**src/rtl/int_ram_pkg.sv**
```systemverilog
`default_nettype none
// ============================================================================
// Module   : int_ram_pkg
// Brief    : Shared types and constants for the intrinsic-LLR RAM sequencer.
// Revision : 1.0
// ============================================================================
package int_ram_pkg;

    localparam int INT_RAM_DATA_WIDTH = 5;
    localparam int INT_RAM_A_WIDTH    = 8;

    // Two's-complement LLR extremes for the default width
    localparam logic [INT_RAM_DATA_WIDTH-1:0] LLR_MIN = 5'b10000;
    localparam logic [INT_RAM_DATA_WIDTH-1:0] LLR_MAX = 5'b01111;

    typedef enum logic [1:0] {
        IDLE  = 2'd0,
        LOAD  = 2'd1,
        DRAIN = 2'd2
    } seq_state_e;

endpackage
`default_nettype wire

```
**src/rtl/int_ram_seq_if.sv**
```systemverilog
`default_nettype none
// ============================================================================
// Module   : int_ram_seq_if
// Brief    : Input stream, output stream and INT_RAM port of the sequencer.
// Revision : 1.0
// ============================================================================
interface int_ram_seq_if
    import int_ram_pkg::*;
#(
    parameter int DATA_WIDTH = INT_RAM_DATA_WIDTH,
    parameter int A_WIDTH    = INT_RAM_A_WIDTH
) ();

    logic [DATA_WIDTH-1:0] in_data;
    logic                  in_valid;
    logic                  in_ready;
    logic [DATA_WIDTH-1:0] out_data;
    logic                  out_valid;
    logic                  out_ready;
    logic                  out_last;
    logic                  frame_done;
    logic                  ram_cs;
    logic                  ram_we;
    logic                  ram_rs;
    logic [A_WIDTH-1:0]    ram_addr;
    logic [DATA_WIDTH-1:0] ram_din;
    logic [DATA_WIDTH-1:0] ram_dout;

    modport master (
        input  in_data, in_valid, out_ready, ram_dout,
        output in_ready, out_data, out_valid, out_last, frame_done,
        output ram_cs, ram_we, ram_rs, ram_addr, ram_din
    );

    modport slave (
        output in_data, in_valid, out_ready, ram_dout,
        input  in_ready, out_data, out_valid, out_last, frame_done,
        input  ram_cs, ram_we, ram_rs, ram_addr, ram_din
    );

endinterface
`default_nettype wire

```
**src/rtl/int_ram_seq_fifo2.sv**
```systemverilog
`default_nettype none
// ============================================================================
// Module   : int_ram_seq_fifo2
// Brief    : Two-entry skid FIFO with occupancy output; push while full is
//            accepted only when a pop frees a slot in the same cycle.
// Revision : 1.0
// ============================================================================
module int_ram_seq_fifo2 #(
    parameter int WIDTH = 6
) (
    input  wire logic             clk,
    input  wire logic             rst_n,
    input  wire logic             push_i,
    input  wire logic [WIDTH-1:0] push_data_i,
    input  wire logic             pop_i,
    output logic                  valid_o,
    output logic [WIDTH-1:0]      head_o,
    output logic [1:0]            occ_o
);

    logic [WIDTH-1:0] mem_q [2];
    logic             wr_ptr_q;
    logic             rd_ptr_q;
    logic [1:0]       occ_q;
    logic             w_push;
    logic             w_pop;

    assign w_pop  = pop_i && (occ_q != 2'd0);
    assign w_push = push_i && ((occ_q != 2'd2) || w_pop);

    always_ff @(posedge clk or negedge rst_n) begin
        if (!rst_n) begin
            mem_q[0] <= '0;
            mem_q[1] <= '0;
            wr_ptr_q <= 1'b0;
            rd_ptr_q <= 1'b0;
            occ_q    <= 2'd0;
        end else begin
            if (w_push) begin
                mem_q[wr_ptr_q] <= push_data_i;
                wr_ptr_q        <= ~wr_ptr_q;
            end
            if (w_pop) begin
                rd_ptr_q <= ~rd_ptr_q;
            end
            occ_q <= occ_q + {1'b0, w_push} - {1'b0, w_pop};
        end
    end

    assign valid_o = (occ_q != 2'd0);
    assign head_o  = mem_q[rd_ptr_q];
    assign occ_o   = occ_q;

endmodule
`default_nettype wire

```
**src/rtl/int_ram_seq.sv**
```systemverilog
`default_nettype none
// ============================================================================
// Module   : int_ram_seq
// Brief    : Loads one LLR frame into the current INT_RAM bank, reads it back
//            in address order to the decoder, then flips the bank.
//            Optional input symmetrisation + sat_cnt: INT_RAM_SEQ_SAT_EN.
// Revision : 1.0
// ============================================================================
module int_ram_seq
    import int_ram_pkg::*;
#(
    parameter int DATA_WIDTH = INT_RAM_DATA_WIDTH,
    parameter int A_WIDTH    = INT_RAM_A_WIDTH,
    parameter int FRAME_LEN  = 256
) (
    input  wire logic     clk,
    input  wire logic     rst_n,
    int_ram_seq_if.master bus
`ifdef INT_RAM_SEQ_SAT_EN
    ,
    output logic [A_WIDTH:0] sat_cnt
`endif
);

    localparam int               CNT_W     = A_WIDTH + 1;
    localparam int               FIFO_W    = DATA_WIDTH + 1;
    localparam logic [CNT_W-1:0] CNT_ONE   = CNT_W'(1);
    localparam logic [CNT_W-1:0] LAST_IDX  = CNT_W'(FRAME_LEN - 1);
    localparam logic [CNT_W-1:0] FRAME_CNT = CNT_W'(FRAME_LEN);

    seq_state_e            state_q;
    logic                  bank_q;
    logic [CNT_W-1:0]      wr_cnt_q;
    logic [CNT_W-1:0]      rd_cnt_q;
    logic                  in_ready_q;
    logic                  frame_done_q;
    logic                  rd_inflight_q;
    logic                  rd_inflight_last_q;

    logic                  w_wr;
    logic                  w_rd;
    logic                  w_pop;
    logic                  w_last_pop;
    logic                  w_credit;
    logic [DATA_WIDTH-1:0] w_wr_data;
    logic                  w_fifo_valid;
    logic [FIFO_W-1:0]     w_fifo_head;
    logic [1:0]            w_fifo_occ;

    assign w_wr       = bus.in_valid && in_ready_q;
    assign w_pop      = w_fifo_valid && bus.out_ready;
    assign w_last_pop = w_pop && w_fifo_head[DATA_WIDTH];

    // Buffered + in-flight words after this cycle's pop must leave room for one more
    assign w_credit = ({1'b0, w_fifo_occ} + {2'b00, rd_inflight_q}) < (3'd2 + {2'b00, w_pop});
    assign w_rd     = (state_q == DRAIN) && (rd_cnt_q < FRAME_CNT) && w_credit;

`ifdef INT_RAM_SEQ_SAT_EN
    localparam logic [DATA_WIDTH-1:0] LLR_NEG = {1'b1, {(DATA_WIDTH-1){1'b0}}};
    localparam logic [DATA_WIDTH-1:0] LLR_SYM = {1'b1, {(DATA_WIDTH-2){1'b0}}, 1'b1};

    logic             w_sat;
    logic [A_WIDTH:0] sat_cnt_q;

    assign w_sat     = (bus.in_data == LLR_NEG);
    assign w_wr_data = w_sat ? LLR_SYM : bus.in_data;

    always_ff @(posedge clk or negedge rst_n) begin
        if (!rst_n) begin
            sat_cnt_q <= '0;
        end else if (w_last_pop) begin
            sat_cnt_q <= '0;
        end else if (w_wr && w_sat) begin
            sat_cnt_q <= sat_cnt_q + CNT_ONE;
        end
    end

    assign sat_cnt = sat_cnt_q;
`else
    assign w_wr_data = bus.in_data;
`endif

    always_ff @(posedge clk or negedge rst_n) begin
        if (!rst_n) begin
            state_q            <= IDLE;
            bank_q             <= 1'b0;
            wr_cnt_q           <= '0;
            rd_cnt_q           <= '0;
            in_ready_q         <= 1'b0;
            frame_done_q       <= 1'b0;
            rd_inflight_q      <= 1'b0;
            rd_inflight_last_q <= 1'b0;
        end else begin
            frame_done_q       <= 1'b0;
            rd_inflight_q      <= w_rd;
            rd_inflight_last_q <= w_rd && (rd_cnt_q == LAST_IDX);
            unique case (state_q)
                IDLE: begin
                    in_ready_q <= 1'b1;
                    if (w_wr) begin
                        wr_cnt_q <= wr_cnt_q + CNT_ONE;
                        state_q  <= LOAD;
                    end
                end
                LOAD: begin
                    if (w_wr) begin
                        wr_cnt_q <= wr_cnt_q + CNT_ONE;
                        if (wr_cnt_q == LAST_IDX) begin
                            state_q    <= DRAIN;
                            in_ready_q <= 1'b0;
                        end
                    end
                end
                DRAIN: begin
                    if (w_rd) begin
                        rd_cnt_q <= rd_cnt_q + CNT_ONE;
                    end
                    if (w_last_pop) begin
                        state_q      <= IDLE;
                        bank_q       <= ~bank_q;
                        wr_cnt_q     <= '0;
                        rd_cnt_q     <= '0;
                        in_ready_q   <= 1'b1;
                        frame_done_q <= 1'b1;
                    end
                end
                default: begin
                    state_q    <= IDLE;
                    in_ready_q <= 1'b0;
                end
            endcase
        end
    end

    int_ram_seq_fifo2 #(
        .WIDTH (FIFO_W)
    ) u_fifo (
        .clk         (clk),
        .rst_n       (rst_n),
        .push_i      (rd_inflight_q),
        .push_data_i ({rd_inflight_last_q, bus.ram_dout}),
        .pop_i       (w_pop),
        .valid_o     (w_fifo_valid),
        .head_o      (w_fifo_head),
        .occ_o       (w_fifo_occ)
    );

    // RAM strobes are combinational so the RAM samples them on the handshake edge
    assign bus.ram_cs   = w_wr || w_rd;
    assign bus.ram_we   = w_wr;
    assign bus.ram_rs   = bank_q;
    assign bus.ram_addr = w_wr ? wr_cnt_q[A_WIDTH-1:0] :
                          (w_rd ? rd_cnt_q[A_WIDTH-1:0] : '0);
    assign bus.ram_din  = w_wr ? w_wr_data : '0;

    assign bus.in_ready   = in_ready_q;
    assign bus.out_valid  = w_fifo_valid;
    assign bus.out_data   = w_fifo_valid ? w_fifo_head[DATA_WIDTH-1:0] : '0;
    assign bus.out_last   = w_fifo_valid && w_fifo_head[DATA_WIDTH];
    assign bus.frame_done = frame_done_q;

endmodule
`default_nettype wire

```
**src/flat_wrapper.sv**
```systemverilog
// flat-port wrapper written by rule: the top's interface ports become plain ports
module int_ram_seq_flat import int_ram_pkg::*;
#(
    parameter int DATA_WIDTH = INT_RAM_DATA_WIDTH,
    parameter int A_WIDTH    = INT_RAM_A_WIDTH,
    parameter int FRAME_LEN  = 256
)
  (clk, rst_n, bus_in_data, bus_in_valid, bus_out_ready, bus_ram_dout, bus_in_ready, bus_out_data, bus_out_valid, bus_out_last, bus_frame_done, bus_ram_cs, bus_ram_we, bus_ram_rs, bus_ram_addr, bus_ram_din);
  int_ram_seq_if #(.DATA_WIDTH(DATA_WIDTH), .A_WIDTH(A_WIDTH)) bus_i ();
  input  wire logic clk;
  input  wire logic rst_n;
  input wire logic [$bits(bus_i.in_data)-1:0] bus_in_data;
  input wire logic [$bits(bus_i.in_valid)-1:0] bus_in_valid;
  input wire logic [$bits(bus_i.out_ready)-1:0] bus_out_ready;
  input wire logic [$bits(bus_i.ram_dout)-1:0] bus_ram_dout;
  output wire logic [$bits(bus_i.in_ready)-1:0] bus_in_ready;
  output wire logic [$bits(bus_i.out_data)-1:0] bus_out_data;
  output wire logic [$bits(bus_i.out_valid)-1:0] bus_out_valid;
  output wire logic [$bits(bus_i.out_last)-1:0] bus_out_last;
  output wire logic [$bits(bus_i.frame_done)-1:0] bus_frame_done;
  output wire logic [$bits(bus_i.ram_cs)-1:0] bus_ram_cs;
  output wire logic [$bits(bus_i.ram_we)-1:0] bus_ram_we;
  output wire logic [$bits(bus_i.ram_rs)-1:0] bus_ram_rs;
  output wire logic [$bits(bus_i.ram_addr)-1:0] bus_ram_addr;
  output wire logic [$bits(bus_i.ram_din)-1:0] bus_ram_din;
  assign bus_i.in_data = bus_in_data;
  assign bus_i.in_valid = bus_in_valid;
  assign bus_i.out_ready = bus_out_ready;
  assign bus_i.ram_dout = bus_ram_dout;
  assign bus_in_ready = bus_i.in_ready;
  assign bus_out_data = bus_i.out_data;
  assign bus_out_valid = bus_i.out_valid;
  assign bus_out_last = bus_i.out_last;
  assign bus_frame_done = bus_i.frame_done;
  assign bus_ram_cs = bus_i.ram_cs;
  assign bus_ram_we = bus_i.ram_we;
  assign bus_ram_rs = bus_i.ram_rs;
  assign bus_ram_addr = bus_i.ram_addr;
  assign bus_ram_din = bus_i.ram_din;
  int_ram_seq #(.DATA_WIDTH(DATA_WIDTH), .A_WIDTH(A_WIDTH), .FRAME_LEN(FRAME_LEN)) u_core (.clk(clk), .rst_n(rst_n), .bus(bus_i));
endmodule
```
**config.mk**
```make
export PLATFORM = sky130hd
export DESIGN_NAME = int_ram_seq_flat
export DESIGN_NICKNAME = d
export VERILOG_FILES = /design/src/rtl/int_ram_pkg.sv /design/src/rtl/int_ram_seq_if.sv /design/src/rtl/int_ram_seq_fifo2.sv /design/src/rtl/int_ram_seq.sv /design/src/flat_wrapper.sv
export SDC_FILE = /design/constraint.sdc
export NUM_CORES = 1
export LEC_CHECK = 0
export CAP_MARGIN = 10
export CORE_MARGIN = 1
export CORE_UTILIZATION = 28
export CTS_CLUSTER_SIZE = 25
export DETAILED_ROUTE_END_ITERATION = 10
export GPL_ROUTABILITY_DRIVEN = 0
export PLACE_DENSITY_LB_ADDON = 0.1
export SYNTH_ARGS = -nofsm -noshare
export SYNTH_HDL_FRONTEND = slang
export SYNTH_SLANG_ARGS = --single-unit
```
**constraint.sdc**
```tcl
create_clock -name clk -period 2.5 [get_ports clk]
set_input_delay 0.375 -clock clk [delete_from_list [all_inputs] [get_ports clk]]
set_output_delay 0.375 -clock clk [all_outputs]
set_load 0.05 [all_outputs]
```
==> impl_metrics.ini <==
[sta]
rsz0062_at_grt = false
relSlewSlack_pct = 37.7
drv_slew = 0
fmax_ghz = 0.424
tightestPinTransition_ns = 0.934
setup_ws_ns = 0.140
fin_crit_ns = 2.36
finalHoldViolations = 0
finalClockSkew_ns = 0.00753
finalSetupViolCount = 0
period_share_pct = 94.4

[cells_and_area]
antenna_cells = 0
layout.cells.non_filler = 377
layout_common_cells = 41 x dfrtp_1, 35 x nand2_1, 21 x clkdlybuf4s50_1, 18 x nor2_1, 14 x buf_4
layout_commonest_cell = dfrtp_1
drive_above_1_share_pct = 24.0
syn_to_final_growth_pct = 36.5
nets = 296

[floorplan]
die_w_um = 91.6
rows = 32
die_h_um = 91.6
core_mm2 = 0.00773
ioPinCount = 39
start_util_pct = 29.1
dieArea_mm2 = 0.00838

[synthesis]
synth-seq-cells = 41
avgSynthCellArea_um2 = 9.98
synth_edf_count = 0
yosys_warnings = 0
syn_inst = 225
async_flop_share_pct = 100
synth_nets = 247
synth.distinct_cells = 46
synth_area_mm2 = 0.00225
yosysSeqAreaShare_pct = 45.7
synth_flop_cell = dfrtp_1

[clock_tree]
numCtsBuffers = 5
clkSinkCount = 41
cts_tree = built
clockRootBuffer = clkbuf_8
holdBufCountCts = 0
clk_latency_ns = 0.29
cts_htree_levels = 2
post_cts_buffers = 0
path_clk_slew_ns = 0.08
cts_max_path_buffers = 2

[critical_path]
critPathBufInv = 1
critPathTopFamily = flip-flops
cp_max_fo = 10
crit_arrival_ns = 1.99
cp.required_ns = 2.12
crit_slowest_cell = dfrtp_1
critical_path_class = reg2out
crit_top_cell = ha_1
crit_path_start_kind = flop
crit_path_max_incr_delay_ns = 0.46
crit_path_cell_trace = ha_1 > ha_1 > nor3_4 > nand2_4 > o21ai_2 > buf_12
crit_path_end_kind = output pin

[grt]
grt_pass1_wl_um = 9240
grt_use_total_pct = 13.9
grt_max_degree = 42
grt_overflow = 0
grt_pass1_vias = 1864
antenna_found_initial = 0

[route]
drt-initial-drc-count = 98
ant_nets = 0
drc = 0
wl_um = 5310
drtPass1Iterations = 4
avgViaCountPerCell = 4.80
num_vias = 1810
routedWlPerCell_um = 14.1

[power_and_ir_drop]
power.switching_mw = 0.499
sw_frac_of_total_pct = 28.3
power_frac_seq_pct = 42.5
share_comb_of_total_power_pct = 20.3
vdd_ir_drop_max_mv = 0.411
cell_internal_pwr_mw = 1.26
p_per_area_mw_per_mm2 = 575
clkPwrFrac_pct = 37.1
cellLeakagePower_nw = 1.37

[worst_hold_path]
hold_class = in2async

[place]
dp.cells = 369
hpwl_um = 3950
port_buffers = 38
place_ws_ns = 0.123

[job]
drv_cap = 0

[run_status]
status = finished clean
-- Yosys cell counts (4+ instances only) --
master    count  area, um2
o21ai_0      12       60.1
nor2_1       18       67.6
nand4_1       4       25.0
ha_1          8        100
nand2_1      36        135
dfrtp_1      41       1030
mux2i_1       7       70.1
nand3_1       9       45.0
nor3_1        6       30.0
xnor2_1       9       78.8
inv_1        11       41.3
and3_1        6       37.5
o211ai_1      4       30.0
mux2_2       13        146
-- layer usage --
layer	vias to the layer above	track usage (%)	wire [um]
met2	52	22.7	2420
met3	6	3.02	257
li1	900	-	-
met1	852	18.5	2560
met4	0	3.97	71
met5	-	0	0
-- sequential cells by signal, summed over array words and instances (netlist names), 2 cells and up --
register             cells
u_core.state_q           2
u_core.rd_cnt_q          9
u_core.u_fifo.mem_q     12
u_core.wr_cnt_q          9
u_core.u_fifo.occ_o      2
-- logic make-up after synthesis --
kind of cell,after synthesis,share of synthesized area (%)
buffers and inverters,17,3.29
XOR/XNOR,11,4.29
AO/OA/AOI/OAI,35,12.5
multiplexers,20,9.64
adder cells (fa/ha/maj),8,4.46
flip-flops,41,45.7
AND/OR/NAND/NOR,93,20.2
-- cell type report --
type / count / area [um2]
timing repair buffer: 47 / 533
sequential: 41 / 1030
inverter: 12 / 45.0
clock inverter: 3 / 68.8
tap: 102 / 128
clock buffer: 5 / 68.8
fill: 769 / 4660
multi-input combinational: 167 / 1200
-- power by group through the flow --
stage | Combinational (mW) | Sequential, mW | Clock (mW)
6_report | 0.359 | 0.750 | 0.655
4_1_cts | 0.354 | 0.750 | 0.672
5_1_grt | 0.390 | 0.758 | 0.695
3_5_place_dp | 0.351 | 0.764 | 0
2_1_floorplan | 0.189 | 0.751 | 0
3_3_place_gp | 0.352 | 0.765 | 0
-- what timing repair did --
item | in CTS | in global routing
setup endpoints to repair | 8 | 9
resized for setup | 1 | 11
cloned | 0 | 0
pin swaps | 0 | 1
-- per-stage QoR --
stage	TNS, ns	total power, mW	area, um2	util, %	hold slack (ns)
5_1_grt	0	1.84	3070	39.7	0.308
4_1_cts	-0.00753	1.78	3020	39.1	0.249
3_5_place_dp	0	1.11	2880	37.3	0.469
2_1_floorplan	-0.616	0.940	2250	-	0.0794
6_report	0	1.76	3070	39.7	0.214
3_3_place_gp	0	1.12	2880	37.3	0.466
-- path summary, 6_finish.rpt --
kind / start / end / slack, ns / cells after the start
setup / recovery: u_core.rd_inflight_q / bus_ram_addr[3] / 0.14 / 6
hold / removal: rst_n / u_core.u_fifo.wr_ptr_q / 0.21 / 1
setup reg to reg: u_core.rd_inflight_q / u_core.rd_cnt_q[4] / 0.59 / 6
hold reg to reg: u_core.bus.ram_rs / u_core.bus.ram_rs / 0.49 / 1
max in group asynchronous: rst_n / u_core.rd_cnt_q[0] / 1.69 / 1
min in group clk: u_core.bus.ram_rs / u_core.bus.ram_rs / 0.49 / 1
Note: power is estimated with default switching activity, not from simulation.
